File: src/rtl/mem_bus_arbiter_pkg.sv
// +------------------------------------------------------------------+
// | mem_bus_arbiter_pkg                                              |
// | Shared FSM state encoding and port indices for the bus arbiter.  |
// | Rev 1.0                                                          |
// +------------------------------------------------------------------+
`default_nettype none

package mem_bus_arbiter_pkg;

  typedef enum logic [1:0] {
    S_IDLE    = 2'd0,
    S_ACCESS  = 2'd1,
    S_RESPOND = 2'd2
  } arb_state_t;

  localparam logic ARB_PORT_CORE = 1'b0;
  localparam logic ARB_PORT_DMA  = 1'b1;

  // Only word-aligned accesses reach the memory.
  function automatic logic is_misaligned(input logic [1:0] addr_lsbs);
    return addr_lsbs != 2'b00;
  endfunction

endpackage

`default_nettype wire

File: src/rtl/dff_reg.sv
// +------------------------------------------------------------------+
// | dff_reg                                                          |
// | Parameterized enable register with synchronous reset value.      |
// | Rev 1.0                                                          |
// +------------------------------------------------------------------+
`default_nettype none

module dff_reg #(
  parameter int unsigned     WIDTH     = 1,
  parameter logic [WIDTH-1:0] RESET_VAL = '0
) (
  input  logic             clk,
  input  logic             rst,
  input  logic             en,
  input  logic [WIDTH-1:0] d,
  output logic [WIDTH-1:0] q
);

  always_ff @(posedge clk) begin
    if (rst) begin
      q <= RESET_VAL;
    end else if (en) begin
      q <= d;
    end
  end

endmodule

`default_nettype wire

File: src/rtl/rr_pick2.sv
// +------------------------------------------------------------------+
// | rr_pick2                                                         |
// | Two-way round-robin pick: one-hot grant from req and last_grant. |
// | Rev 1.0                                                          |
// +------------------------------------------------------------------+
`default_nettype none

module rr_pick2 (
  input  logic [1:0] req,
  input  logic       last_grant,
  output logic [1:0] gnt
);

  always_comb begin
    gnt = req;
    // On contention the port that did not win last time goes first.
    if (req == 2'b11) begin
      gnt = last_grant ? 2'b01 : 2'b10;
    end
  end

endmodule

`default_nettype wire

File: src/rtl/mem_bus_arbiter.sv
// +------------------------------------------------------------------+
// | mem_bus_arbiter                                                  |
// | Two-port (core / DMA) arbiter onto a registered single memory.   |
// | Rev 1.0                                                          |
// +------------------------------------------------------------------+
`default_nettype none

module mem_bus_arbiter
  import mem_bus_arbiter_pkg::*;
#(
  parameter int unsigned FIRST_PRIORITY = 0
) (
  input  logic        clk,
  input  logic        rst,
  input  logic        p0_req,
  input  logic        p1_req,
  input  logic [31:0] p0_addr,
  input  logic [31:0] p1_addr,
  input  logic [31:0] p0_wr_data,
  input  logic [31:0] p1_wr_data,
  input  logic        p0_wr_ena,
  input  logic        p1_wr_ena,
  output logic        p0_gnt,
  output logic        p1_gnt,
  output logic        p0_done,
  output logic        p1_done,
  output logic        p0_err,
  output logic        p1_err,
  output logic [31:0] p0_rd_data,
  output logic [31:0] p1_rd_data,
  output logic [31:0] mem_addr,
  output logic [31:0] mem_wr_data,
  output logic        mem_wr_ena,
  input  logic [31:0] mem_rd_data,
  output logic [31:0] xfer_count
);

  localparam logic C_FIRST = FIRST_PRIORITY[0];

  arb_state_t  r_state;
  arb_state_t  w_state_next;
  logic [1:0]  w_req;
  logic [1:0]  w_pick;
  logic        w_grant;
  logic        w_win;
  logic [65:0] w_pay_d;
  logic [65:0] r_pay_q;
  logic        r_win;
  logic        r_wr_ena;
  logic [31:0] r_addr;
  logic [31:0] r_wr_data;
  logic        r_last_grant;
  logic        w_misaligned;
  logic        w_respond;
  logic        w_rd_ok;
  logic [31:0] r_rd_data0;
  logic [31:0] r_rd_data1;
  logic [31:0] r_xfer_count;

  // Requests are only seen in S_IDLE and never while reset is asserted.
  assign w_req   = (r_state == S_IDLE && !rst) ? {p1_req, p0_req} : 2'b00;
  assign w_grant = |w_pick;
  assign w_win   = w_pick[ARB_PORT_DMA];
  assign p0_gnt  = w_pick[ARB_PORT_CORE];
  assign p1_gnt  = w_pick[ARB_PORT_DMA];

  rr_pick2 u_pick (
    .req        (w_req),
    .last_grant (r_last_grant),
    .gnt        (w_pick)
  );

  assign w_pay_d = w_win ? {1'b1, p1_addr, p1_wr_ena, p1_wr_data}
                         : {1'b0, p0_addr, p0_wr_ena, p0_wr_data};

  dff_reg #(.WIDTH(66)) u_payload (
    .clk (clk),
    .rst (rst),
    .en  (w_grant),
    .d   (w_pay_d),
    .q   (r_pay_q)
  );

  dff_reg #(.WIDTH(1), .RESET_VAL(~C_FIRST)) u_last_grant (
    .clk (clk),
    .rst (rst),
    .en  (w_grant),
    .d   (w_win),
    .q   (r_last_grant)
  );

  assign {r_win, r_addr, r_wr_ena, r_wr_data} = r_pay_q;

  always_ff @(posedge clk) begin
    if (rst) begin
      r_state <= S_IDLE;
    end else begin
      r_state <= w_state_next;
    end
  end

  always_comb begin
    w_state_next = r_state;
    case (r_state)
      S_IDLE:    if (w_grant) w_state_next = S_ACCESS;
      S_ACCESS:  w_state_next = S_RESPOND;
      S_RESPOND: w_state_next = S_IDLE;
      default:   w_state_next = S_IDLE;
    endcase
  end

  assign w_misaligned = is_misaligned(r_addr[1:0]);
  assign mem_addr     = r_addr;
  assign mem_wr_data  = r_wr_data;
  assign mem_wr_ena   = (r_state == S_ACCESS) && !rst && r_wr_ena && !w_misaligned;

  assign w_respond = (r_state == S_RESPOND) && !rst;
  assign w_rd_ok   = w_respond && !r_wr_ena && !w_misaligned;
  assign p0_done   = w_respond && (r_win == ARB_PORT_CORE);
  assign p1_done   = w_respond && (r_win == ARB_PORT_DMA);
  assign p0_err    = p0_done && w_misaligned;
  assign p1_err    = p1_done && w_misaligned;

  // Read data is forwarded during done and then held until the next read.
  assign p0_rd_data = (w_rd_ok && r_win == ARB_PORT_CORE) ? mem_rd_data : r_rd_data0;
  assign p1_rd_data = (w_rd_ok && r_win == ARB_PORT_DMA)  ? mem_rd_data : r_rd_data1;

  always_ff @(posedge clk) begin
    if (rst) begin
      r_rd_data0   <= '0;
      r_rd_data1   <= '0;
      r_xfer_count <= '0;
    end else begin
      if (w_rd_ok && r_win == ARB_PORT_CORE) r_rd_data0 <= mem_rd_data;
      if (w_rd_ok && r_win == ARB_PORT_DMA)  r_rd_data1 <= mem_rd_data;
      if (w_respond) r_xfer_count <= r_xfer_count + 32'd1;
    end
  end

  assign xfer_count = r_xfer_count;

endmodule

`default_nettype wire

File: config.mk
export PLATFORM = sky130hd
export DESIGN_NAME = mem_bus_arbiter
export DESIGN_NICKNAME = d
export VERILOG_FILES = /design/src/rtl/mem_bus_arbiter_pkg.sv /design/src/rtl/dff_reg.sv /design/src/rtl/rr_pick2.sv /design/src/rtl/mem_bus_arbiter.sv
export SDC_FILE = /design/constraint.sdc
export NUM_CORES = 1
export LEC_CHECK = 0
export BUFFER_PORTS_ARGS = -buffer_cell sky130_fd_sc_hd__buf_4
export CORE_MARGIN = 2
export CORE_UTILIZATION = 48
export CTS_CLUSTER_SIZE = 30
export DETAILED_ROUTE_END_ITERATION = 12
export PLACE_DENSITY_LB_ADDON = 0.3
export SETUP_SLACK_MARGIN = 0.2
export SLEW_MARGIN = 5
export SYNTH_ARGS = -nofsm -noshare
export SYNTH_HDL_FRONTEND = slang
export SYNTH_SLANG_ARGS = --single-unit
File: constraint.sdc
create_clock -name clk -period 1.95 [get_ports clk]
set_input_delay 0.2925 -clock clk [delete_from_list [all_inputs] [get_ports clk]]
set_output_delay 0.2925 -clock clk [all_outputs]
set_load 0.05 [all_outputs]
Word-level counts from Yosys, hierarchy flattened

Cells that the tools add are included.

Bits in registers: 165
Bits in latches: 0
Bits in writable memories: 0
ROM bits: 0
Bits of input ports: 166
Memories: 0

Add/sub/neg operators: 1
$mul: 0
Divide/modulo/power cells: 0
$lt $le $gt $ge: 0
Eq/ne operators: 4
Shifts and indexed selects: 0
Muxes and demuxes: 8
Bitwise operators: 1
Reduce and logical (&&, ||, !) cells: 19

Operator list:

| operator                | number |
|---|---|
| $mux W66                | 1 |
| $mux W32                | 2 |
| $add A32 B1 Y32 const B | 1 |
| $logic_and A1 B1 Y1     | 13 |
| $mux W2                 | 4 |
| $eq A2 B2 Y1 const B    | 2 |
| $pmux W2 S2             | 1 |
| $logic_not A1 Y1        | 3 |
| $eq A2 B1 Y1 const B    | 1 |
| $logic_not A2 Y1        | 1 |
| $ne A2 B1 Y1 const B    | 1 |
| $reduce_bool A2 Y1      | 1 |
| $reduce_or A2 Y1        | 1 |
| $not A1 Y1              | 1 |

Depth between registers and ports, before layout

Depth after elaboration: 8
Mapped depth: 8

By module

Synthesis repeated with hierarchy kept, for this count alone.

Cell total of the unflattened synthesis: 690
Area total of the unflattened synthesis: 7315.8 sq um

Modules (own cells, without submodules):

| module                  | times used | cells an instance | area an instance (sq um) | seq. area each (sq um) |
|---|---|---|---|---|
| mem_bus_arbiter         | 1          | 471               | 4874.7                   | 1961.9 |
| dff_reg at u_payload    | 1          | 213               | 2387.3                   | 1321.3 |
| dff_reg at u_last_grant | 1          | 3                 | 35.0                     | 20.0 |
| rr_pick2                | 1          | 3                 | 18.8                     | 0.0 |

Worst setup path before layout

OpenSTA, ideal clock, no wires.

Kind: register to register
Start point: register r_state[0]
End point: register r_rd_data0[10]
Library setup time: 0.115 ns
Data arrival time: 2.340 ns
Slack: -0.505 ns
Stages on the path, launching flop included: 7
Path buffers: 2
Period minus slack after synthesis: 2.455 ns
Cells stage by stage: dfxtp_1 buf_6 nor4b_4 nand2_1 buf_2 mux2_1 and2_1

Word-level cells in the longest chain between the ends: 6

RTL lines:

| element                           | RTL line               | RTL |
|---|---|---|
| start, declared                   | mem_bus_arbiter.sv:40  | `arb_state_t r_state;` |
| start signal, assigned            | mem_bus_arbiter.sv:98  | `r_state <= w_state_next;` |
| $eq A2 B2 Y1                      | mem_bus_arbiter.sv:117 | `assign w_respond = (r_state == S_RESPOND) && !rst;` |
| $logic_and A1 B1 Y1               | mem_bus_arbiter.sv:117 |  |
| $logic_and A1 B1 Y1 (2 in series) | mem_bus_arbiter.sv:118 | `assign w_rd_ok = w_respond && !r_wr_ena && !w_misaligned;` |
| $logic_and A1 B1 Y1               | n/a                    |  |
| $mux W32                          | n/a                    |  |
| net p0_rd_data[10]                | mem_bus_arbiter.sv:29  | `output logic [31:0] p0_rd_data,` |
| end signal, assigned              | mem_bus_arbiter.sv:134 | `if (w_rd_ok && r_win == ARB_PORT_CORE) r_rd_data0 <= mem_rd_data;` |
| end, declared                     | mem_bus_arbiter.sv:56  | `logic [31:0] r_rd_data0;` |

The timed path passes the listed nets, and every way through them passes these cells.
A chain may end at the register's enable or synchronous reset.

Worst setup path after layout

Start point: register u_payload.q[33]
End point: output port p1_rd_data[1]

Word-level cells in the longest chain between the ends: 5

RTL lines:

| element                | RTL line                  | RTL |
|---|---|---|
| start, declared        | dff_reg.sv:16             | `output logic [WIDTH-1:0] q` |
| start signal, assigned | dff_reg.sv:21             | `q <= RESET_VAL;` |
| start signal, assigned | dff_reg.sv:23             | `q <= d;` |
| $reduce_bool A2 Y1     | mem_bus_arbiter_pkg.sv:21 | `return addr_lsbs != 2'b00;` |
| $logic_not A1 Y1       | mem_bus_arbiter.sv:118    |  |
| $logic_and A1 B1 Y1    | mem_bus_arbiter.sv:118    |  |
| $logic_and A1 B1 Y1    | mem_bus_arbiter.sv:126    | `assign p1_rd_data = (w_rd_ok && r_win == ARB_PORT_DMA) ? mem_rd_data : r_rd_data1;` |
| $mux W32               | n/a                       |  |
| end, declared          | mem_bus_arbiter.sv:30     | `output logic [31:0] p1_rd_data,` |

Every way passes these cells.

==> results.sh <==
export IMPL_root_buffer="clkbuf_16"
export IMPL_final_common_cell="buf_4"
export IMPL_dp_slack_ps=71.7
export IMPL_overflow=0
export IMPL_synth_area_mm2=0.00760
export IMPL_synth_seq_cells=165
export IMPL_top_usage_layer="met2"
export IMPL_layout_common_cells="buf_4 (303), dfxtp_1 (136), buf_6 (104), and2_1 (63)"
export IMPL_core_area_mm2=0.0153
export IMPL_vias=7700
export IMPL_hold_viol_final=0
export IMPL_p_leak_nw=6.30
export IMPL_slowest_delay_ps=330
export IMPL_clkTransAtPathRegs_ps=60
export IMPL_crit_type="flop to output pin"
export IMPL_cp_start_kind="flop"
export IMPL_met3_usage_pct=8.00
export IMPL_die_area_mm2=0.0169
export IMPL_clk_latency_ps=440
export IMPL_drc_errors=0
export IMPL_clockBufferDepth=2
export IMPL_cellPowerDensity_mw_per_mm2=692
export IMPL_clock_sinks=165
export IMPL_yosys_warnings=0
export IMPL_nets=1294
export IMPL_synth_edf_count=0
export IMPL_period_minus_slack_ps=2280
export IMPL_r2r_slack_ps=-260
export IMPL_h_tree_depth=4
export IMPL_grt_pass1_vias=7527
export IMPL_syn_nets=924
export IMPL_syn_inst=757
export IMPL_grt_pass1_wl_um=42500
export IMPL_die_h_um=130
export IMPL_hp_start="rst"
export IMPL_r2r_start="r_state[0]"
export IMPL_yosysSeqAreaShare_pct=43.5
export IMPL_crit_path_top_delay_cell="dfxtp_2"
export IMPL_grtUsageMet1_pct=34.7
export IMPL_synth_cell_type_count=46
export IMPL_io_buffers=332
export IMPL_rr_endpoint="xfer_count[15]"
export IMPL_layout_setup_ws_ps=-326
export IMPL_r2r_cells=10
export IMPL_yosysTopAreaCellShare_pct=43.5
export IMPL_status="finished, violations left"
export IMPL_grt_use_met2_pct=61.3
export IMPL_synth_ff_type="dfxtp_1"
export IMPL_syn_avg_cell_area_um2=10.0
export IMPL_row_count=45
export IMPL_crit_fanout=5
export IMPL_hold_path_endpoint="u_payload.q[65]"
export IMPL_via_per_inst=5.70
export IMPL_path_cells="nor3_2, buf_4, nand3_4, buf_6, clkbuf_16, mux2_4, buf_8"
export IMPL_start_util_pct=49.6
export IMPL_multi_input_area_mm2=0.00460
export IMPL_whs_ps=135
export IMPL_hold_depth=2
export IMPL_die_w_um=130
export IMPL_hold_path_class="input port to flop"
export IMPL_routed_wl_um=32400
export IMPL_rsz0062_at_grt="true"
export IMPL_end_kind="output pin"
export IMPL_tightest_slew_ps=805
export IMPL_seq_area_mm2=0.00337
export IMPL_dr_first_iter_drc_count=535
export IMPL_gp_congestion=0.809
export IMPL_violations="setup timing"
export IMPL_ir_worst_vdd_v=0.000627
export IMPL_synth_top_area_cell="dfxtp_1"
export IMPL_critPathArrivalTime_ps=1980
export IMPL_fillerInstances=675
export IMPL_async_flop_share_pct=0
export IMPL_cts_hold_buf=0
export IMPL_postRouteAntennaNets=0
export IMPL_synthTopCellsByArea="dfxtp_1 (43%), mux2i_1 (9.2%), mux2_1 (9.0%)"
export IMPL_first_pass_iters=5
export IMPL_min_period_over_period_pct=117
export IMPL_max_freq_ghz=0.439
export IMPL_grtUsageTotal_pct=33.3
export IMPL_dp_hpwl_um=15500
export IMPL_fin_skew_ps=18.6
export IMPL_pin_count=333
export IMPL_maxCapViolCount=0
export IMPL_finalMaxSlewViolations=0
export IMPL_area_delta_synth_final_pct=77.4
export IMPL_drive_above_1_share_pct=65.5
export IMPL_wl_per_cell_um=23.9
export IMPL_final_setup_viol_count=143
export IMPL_cts_tree="done"
export IMPL_max_slew_margin_pct=46.3
export IMPL_grt_max_degree=75
export IMPL_crit_required_ps=1660
export IMPL_grt_antenna_before_repair=3
export IMPL_cts_buffers=17
==> registers in the layout, summed over array words and instances, names as in the netlist <==
register and flops:
u_payload.q 66, r_rd_data0 32, r_rd_data1 32, xfer_count 32, r_state 2, u_last_grant.q 1
==> layout make-up <==
type                            count  area share (%)
Antenna cell                        3          0.0557
Clock buffer                       20            3.24
Multi-Input combinational cell    475            34.1
Tap cell                          211            1.96
Clock inverter                     10           0.640
Sequential cell                   165            25.0
Inverter                            4           0.139
Timing Repair Buffer              464            34.9
==> critical path, delay by kind of cell (launching register included) <==
kind                   cells  cell delay (ps)
buffers and inverters      4              640
flip-flops                 1              330
multiplexers               1              320
AND/OR/NAND/NOR            2              270
==> routing by layer <==
| layer | up-vias | wire length, um |
|---|---|---|
| met4 | 0 | 2170 |
| met5 | - | 0 |
| met2 | 463 | 16600 |
| met1 | 3690 | 11200 |
| li1 | 3383 | - |
| met3 | 164 | 2330 |
==> synth_stat cells (all sizes together), types with 2 or more instances <==
master and n:
mux2 66, o41ai 6, xor2 5, a211oi 65, mux2i 70, nor4 2, nor3 5, nand3 14
buf 91, clkbuf 24, nor2b 4, a21oi 12, nor3b 2, o21ai 11, nor2 79, and2 67
and3 5, dfxtp 165, xnor2 4, or3 10, o311ai 6, inv 4, nand2b 2, nand4 11
and4 5, nand2 13
==> per-stage QoR <==
| step | instances | util, % | cell area (um2) | setup TNS (ps) | power (W) |
|---|---|---|---|---|---|
| 4_1_cts | 1323 | 83.6 | 12800 | -15490 | 0.00897 |
| 2_1_floorplan | 757 | - | 7900 | -16290 | 0.00484 |
| 6_report | 1352 | 88.1 | 13500 | -27610 | 0.00933 |
| 3_5_place_dp | 1214 | 66.7 | 10200 | 0 | 0.00532 |
| 5_1_grt | 1352 | 88.1 | 13500 | -34980 | 0.00955 |
| 3_3_place_gp | 1214 | 66.7 | 10200 | 0 | 0.00529 |
==> worst max-delay path by stage <==
stage / from / to / slack (ps)
floorplan: rst / p0_rd_data[10] / -270
global placement: r_state[0] / u_payload.q[32] / 90
detailed placement: rst / p0_rd_data[18] / 70
CTS: u_payload.q[34] / p1_rd_data[29] / -290
global route: u_payload.q[34] / p1_rd_data[1] / -360
finish: u_payload.q[33] / p1_rd_data[1] / -330
==> timing repair <==
action | 4_1_cts | 5_1_grt
endpoints found under the setup margin | 121 | 158
gates cloned | 25 | 4
gates resized for setup | 273 | 86
endpoints found under the hold margin | 0 | 0
setup buffers | 54 | 22
pin swaps | 97 | 42
==> kinds of logic (layout without fill, tap and decap cells) <==
kind of cell	after synthesis	in the layout	synth area share (%)
buffers and inverters	119	498	10.3
adders and majority gates	1	1	0.165
and+or+nand+nor	226	226	16.7
other	0	3	0
xor gates and xnor gates	9	9	1.04
muxes	136	136	19.0
DFF	165	165	43.5
AOI/OAI and AO/OA	101	103	9.42
==> power breakdown <==
part           internal [W]  switching [W]
Sequential          0.00350       0.000126
Combinational       0.00115        0.00138
Clock               0.00173        0.00142
No activity file was read; power rests on OpenSTA's default activity.
